===== src/rtl/song_memory_bank_pkg.sv =====
// Shared encodings for the song memory bank: mode codes, FSM state codes, default sizes.
package song_memory_bank_pkg;

    localparam logic [1:0] MODE_IDLE   = 2'b00;
    localparam logic [1:0] MODE_RECORD = 2'b01;
    localparam logic [1:0] MODE_PLAY   = 2'b10;
    localparam logic [1:0] MODE_LOOP   = 2'b11;

    localparam logic [1:0] S_IDLE = 2'b00;
    localparam logic [1:0] S_REC  = 2'b01;
    localparam logic [1:0] S_PLAY = 2'b10;
    localparam logic [1:0] S_END  = 2'b11;

    localparam int unsigned DEF_DATA_W  = 8;
    localparam int unsigned DEF_DEPTH   = 64;
    localparam int unsigned DEF_N_SLOTS = 4;

    function automatic logic [1:0] mode_to_state(input logic [1:0] m);
        logic [1:0] s;
        s = S_PLAY;
        if (m == MODE_IDLE) s = S_IDLE;
        else if (m == MODE_RECORD) s = S_REC;
        return s;
    endfunction

endpackage


===== src/rtl/song_memory_bank_ram.sv =====
// Simple dual-port note RAM: one write port, one registered read port, no reset.
module song_memory_bank_ram #(
    parameter int unsigned DATA_W = 8,
    parameter int unsigned AW     = 8
) (
    input  logic              clk,
    input  logic              we,
    input  logic [AW-1:0]     waddr,
    input  logic [DATA_W-1:0] wdata,
    input  logic              re,
    input  logic [AW-1:0]     raddr,
    output logic [DATA_W-1:0] rdata
);

    logic [DATA_W-1:0] mem [2**AW];

    always_ff @(posedge clk) begin
        if (we) mem[waddr] <= wdata;
        if (re) rdata <= mem[raddr];
    end

endmodule


===== src/rtl/song_memory_bank.sv =====
// Multi-slot song store: record (append), one-shot playback and looped playback per slot.
module song_memory_bank
    import song_memory_bank_pkg::*;
#(
    parameter int unsigned DATA_W  = DEF_DATA_W,
    parameter int unsigned DEPTH   = DEF_DEPTH,
    parameter int unsigned N_SLOTS = DEF_N_SLOTS,
    localparam int unsigned ADDR_W = $clog2(DEPTH),
    localparam int unsigned SLOT_W = $clog2(N_SLOTS)
) (
    input  logic              clk,
    input  logic              rst_n,
    input  logic [1:0]        mode,
    input  logic [SLOT_W-1:0] slot_sel,
    input  logic              clear,
    input  logic              wr_en,
    input  logic [DATA_W-1:0] wr_data,
    input  logic              rd_req,
    input  logic              rd_rst,
    output logic [DATA_W-1:0] rd_data,
    output logic              rd_valid,
    output logic              done,
    output logic              full,
    output logic              overflow,
    output logic [ADDR_W:0]   length
);

    logic [1:0]        state_q, state_d;
    logic [1:0]        mode_q;
    logic [SLOT_W-1:0] slot_q;
    logic [ADDR_W:0]   len_q [N_SLOTS];
    logic [ADDR_W:0]   rd_ptr_q, rd_ptr_d;
    logic              valid_q, ovf_q;
    logic [DATA_W-1:0] hold_q, ram_rdata;

    logic rewind, rd_go, at_end, rd_hit, loop_wrap, play_end;
    logic wr_go, clear_go, ram_re;
    logic [ADDR_W-1:0] rd_addr;

    assign length = len_q[slot_sel];
    assign full   = (length == (ADDR_W+1)'(DEPTH));

    assign rewind    = rd_rst || (mode != mode_q) || (slot_sel != slot_q);
    assign rd_go     = (state_q == S_PLAY) && rd_req && !rewind;
    assign at_end    = (rd_ptr_q == length);
    assign rd_hit    = rd_go && !at_end;
    assign loop_wrap = rd_go && at_end && (mode == MODE_LOOP) && (length != '0);
    assign play_end  = rd_go && at_end && (mode == MODE_PLAY);
    assign ram_re    = rd_hit || loop_wrap;
    assign rd_addr   = loop_wrap ? '0 : rd_ptr_q[ADDR_W-1:0];

    assign wr_go    = (state_q == S_REC) && wr_en && !full;
    assign clear_go = (state_q == S_IDLE) && clear;

    always_comb begin
        rd_ptr_d = rd_ptr_q;
        if (rewind) rd_ptr_d = '0;
        else if (rd_hit) rd_ptr_d = rd_ptr_q + (ADDR_W+1)'(1);
        else if (loop_wrap) rd_ptr_d = (ADDR_W+1)'(1);
    end

    // S_END survives only while the listener stays on the same PLAY slot.
    always_comb begin
        state_d = mode_to_state(mode);
        if (state_q == S_END && mode == MODE_PLAY && slot_sel == slot_q && !rd_rst)
            state_d = S_END;
        if (play_end) state_d = S_END;
    end

    always_ff @(posedge clk or negedge rst_n) begin
        if (!rst_n) begin
            state_q  <= S_IDLE;
            mode_q   <= MODE_IDLE;
            slot_q   <= '0;
            rd_ptr_q <= '0;
            valid_q  <= 1'b0;
            ovf_q    <= 1'b0;
            hold_q   <= '0;
            for (int i = 0; i < N_SLOTS; i++) len_q[i] <= '0;
        end else begin
            state_q  <= state_d;
            mode_q   <= mode;
            slot_q   <= slot_sel;
            rd_ptr_q <= rd_ptr_d;
            valid_q  <= ram_re;
            ovf_q    <= (state_q == S_REC) && wr_en && full;
            if (valid_q) hold_q <= ram_rdata;
            for (int i = 0; i < N_SLOTS; i++) begin
                if (slot_sel == SLOT_W'(i)) begin
                    if (clear_go) len_q[i] <= '0;
                    else if (wr_go) len_q[i] <= len_q[i] + (ADDR_W+1)'(1);
                end
            end
        end
    end

    song_memory_bank_ram #(
        .DATA_W (DATA_W),
        .AW     (SLOT_W + ADDR_W)
    ) u_ram (
        .clk    (clk),
        .we     (wr_go),
        .waddr  ({slot_sel, length[ADDR_W-1:0]}),
        .wdata  (wr_data),
        .re     (ram_re),
        .raddr  ({slot_sel, rd_addr}),
        .rdata  (ram_rdata)
    );

    // RAM output register has no reset, so idle cycles show the last captured note.
    assign rd_data  = valid_q ? ram_rdata : hold_q;
    assign rd_valid = valid_q;
    assign done     = (state_q == S_END);
    assign overflow = ovf_q;

endmodule


===== config.mk =====
export PLATFORM = sky130hd
export DESIGN_NAME = song_memory_bank
export DESIGN_NICKNAME = d
export VERILOG_FILES = /design/src/rtl/song_memory_bank_pkg.sv /design/src/rtl/song_memory_bank_ram.sv /design/src/rtl/song_memory_bank.sv
export SDC_FILE = /design/constraint.sdc
export NUM_CORES = 2
export LEC_CHECK = 0
export CORE_UTILIZATION = 36
export DETAILED_ROUTE_END_ITERATION = 16
export PLACE_DENSITY = 0.52
export SYNTH_ARGS = -nofsm -noshare
export SYNTH_HDL_FRONTEND = slang
export SYNTH_SLANG_ARGS = --single-unit

===== constraint.sdc =====
create_clock -name clk -period 8.5 [get_ports clk]
set_input_delay 1.7 -clock clk [delete_from_list [all_inputs] [get_ports clk]]
set_output_delay 1.7 -clock clk [all_outputs]
set_load 0.02 [all_outputs]

==> flow_metrics.env <==
export IMPL_rows=177
export IMPL_ant_nets=0
export IMPL_final_area_sq_um=95700
export IMPL_syn_inst=5315
export IMPL_critPathMaxFanout=46
export IMPL_critPathRequiredTime_ns=9.08
export IMPL_io_buffers=36
export IMPL_cp_num_cells=12
export IMPL_fmax_ghz=0.145
export IMPL_hold_buffers=0
export IMPL_grt_pass1_vias=47800
export IMPL_tns_ns=0
export IMPL_async_reset_ff_frac=0.0242
export IMPL_p_leak_nw=28.4
export IMPL_fin_crit_ns=6.87
export IMPL_wl_per_cell_microns=31.4
export IMPL_postPlaceCellArea_sq_um=89000
export IMPL_startpoint_type="input port"
export IMPL_hp_class="reg -> reg"
export IMPL_ctsResizeCount=0
export IMPL_ios=37
export IMPL_drive_above_1_share=0.125
export IMPL_grt_first_pass_wirelength_microns=378000
export IMPL_crit_family="buffers and inverters"
export IMPL_setup_viol=0
export IMPL_dieArea_sq_um=238000
export IMPL_syn_nets=5338
export IMPL_critPathCaptureType="register"
export IMPL_syn2layout_area_growth_pct=12.8
export IMPL_antenna_found_initial=9
export IMPL_worst_pin_slew_ns=1.21
export IMPL_die_width_microns=488
export IMPL_layout_commonest_cell="edfxtp_1"
export IMPL_cts_sinks=2107
export IMPL_path_buf_inv=3
export IMPL_synth_edf_count=2056
export IMPL_critical_path_class="in -> reg"
export IMPL_vias=49700
export IMPL_synth_distinct_cells=82
export IMPL_cts_tree="built"
export IMPL_dp_final_hpwl_microns=165000
export IMPL_insertion_delay_ns=0.89
export IMPL_rsz0062_at_grt="no"
export IMPL_critPathArrivalTime_ns=7.45
export IMPL_syn_area_per_cell_sq_um=16.0
export IMPL_netlist_area_sq_um=84900
export IMPL_cap_violations=0
export IMPL_power_density_nw_per_um2=218
export IMPL_clk_pin_slew_ns=0.06
export IMPL_crit_chain="clkdlybuf4s50_1 -> mux4_2 -> nor2_2 -> a41oi_1 -> nand4_4 -> buf_12 -> nand2_1 -> buf_4 -> a21oi_1 -> o32ai_1 -> and4_1 -> a2111oi_2"
export IMPL_drt_iter0_markers=5875
export IMPL_synth_warnings=0
export IMPL_hold_viol=0
export IMPL_globalplace_congestion=0.916
export IMPL_root_buffer="clkbuf_16"
export IMPL_cts_setup_buffers=0
export IMPL_status="completed"
export IMPL_coreArea_sq_um=233000
export IMPL_most_common_layout_cells="edfxtp_1, mux2i_1, nor2_1"
export IMPL_drcViolationCount=0
export IMPL_h_tree_depth=4
export IMPL_clockBufferDepth=3
export IMPL_synth_main_ff_cell="edfxtp_1"
export IMPL_slew_headroom=0.174
export IMPL_firstDrtPassIters=6
export IMPL_whs_path_depth=1
export IMPL_grt_usage=0.224
export IMPL_period_share=0.809
export IMPL_rr_worst_depth=11
export IMPL_die_h_microns=488
export IMPL_fin_skew_ns=0.0567
export IMPL_seq_area_frac_synth=0.742
export IMPL_cpMaxStageDelayCell="clkdlybuf4s50_1"
export IMPL_overflow=0
export IMPL_numCtsBuffers=219
export IMPL_postLayoutCoreUtil=0.410
export IMPL_grt_max_degree=172
export IMPL_maxSlewViolCount=0
export IMPL_nets=5332
export IMPL_ir_worst_vdd_mv=0.210
export IMPL_start_util=0.364
export IMPL_synth_seq_cells=2107
export IMPL_routed_wl_microns=271000
export IMPL_cpPeakStageDelay_ns=0.97
export IMPL_viasPerCell=5.76
## worst paths after layout
check	start	endpoint	slack, ns
max in group asynchronous	rst_n	rd_ptr_q[0]	6.88
setup / recovery	slot_sel[0]	u_ram.rdata[5]	1.63
setup reg to reg	len_q[19]	u_ram.rdata[5]	3.10
min in group asynchronous	rst_n	len_q[14]	0.98
hold / removal	hold_q[3]	hold_q[3]	0.50
hold reg to reg	hold_q[3]	hold_q[3]	0.50
## power breakdown
part           switching, mW  internal (mW)
clock                   4.05           5.04
combinational          0.293         0.0552
sequential            0.0115           11.4
## through the flow
step / total power, mW / cells / hold slack, ns / setup WS [ns]
4_1_cts: 21.0 / 8614 / 0.506 / 1.88
5_1_grt: 21.4 / 8615 / 0.530 / 1.62
3_5_place_dp: 12.0 / 8220 / 0.493 / 0.935
2_1_floorplan: 11.7 / 5315 / 0.465 / 3.48
6_report: 20.9 / 8618 / 0.503 / 1.63
3_3_place_gp: 12.0 / 8220 / 0.487 / 1.11
## area by class of cell
cell class                      count  area (sq um)
Clock inverter                    108           916
Clock buffer                      286          5770
Timing Repair Buffer              151          1580
Fill cell                       21200        138000
Tap cell                         3132          3920
Multi-Input combinational cell   2825         20500
Inverter                            5          23.8
Sequential cell                  2107         63000
Antenna cell                        4          10.0
## Yosys cell counts, types with 31 or more instances
cell type,n,share of area
o21ai_0,247,0.015
or3_1,31,0.0023
nand2_1,226,0.010
o22ai_1,171,0.013
a21oi_1,286,0.017
mux2i_1,499,0.059
dfrtp_1,51,0.015
o221ai_1,52,0.0054
o31ai_1,40,0.0035
nor3_1,71,0.0042
a211oi_1,90,0.0080
clkbuf_1,244,0.011
nand3_1,43,0.0025
buf_1,80,0.0035
nor2_1,448,0.020
mux2_2,95,0.013
buf_2,45,0.0027
edfxtp_1,2056,0.73
mux4_2,95,0.025
## worst reg2reg max path, stage by stage (launching register included)
cell and delay, ns:
dfrtp_1 0.42, mux4_2 0.41, nor2_2 0.13, a41oi_1 0.68
nand4_4 0.79, buf_12 0.55, nand2_1 0.47, buf_4 0.29
a21oi_1 0.06, o32ai_1 0.89, and4_1 0.35, a2111oi_2 0.04
## metal layers
layer | track usage | vias up | routed length (microns)
li1 | - | 21000 | -
met1 | 0.312 | 26100 | 114000
met2 | 0.353 | 2138 | 126000
met3 | 0.0387 | 399 | 20300
met4 | 0.0803 | 6 | 10100
met5 | 0 | - | 42
## sequential cells by signal, summed over array words and instances, names as in the netlist
register and flops:
rd_valid 1, u_ram.mem 2048, slot_q 2, u_ram.rdata 8, overflow 1, mode_q 2, rd_ptr_q 7, hold_q 8
state_q 2, len_q 28
## cell families after synthesis
family,after synthesis,share of synthesized area
buf+inv,383,0.0180
mux,697,0.0977
fa+ha+maj,5,0.000737
flops,2107,0.742
compound gates,1138,0.0876
xor+xnor,23,0.00273
simple gates,962,0.0507
Power figures use the tool's default switching activity.
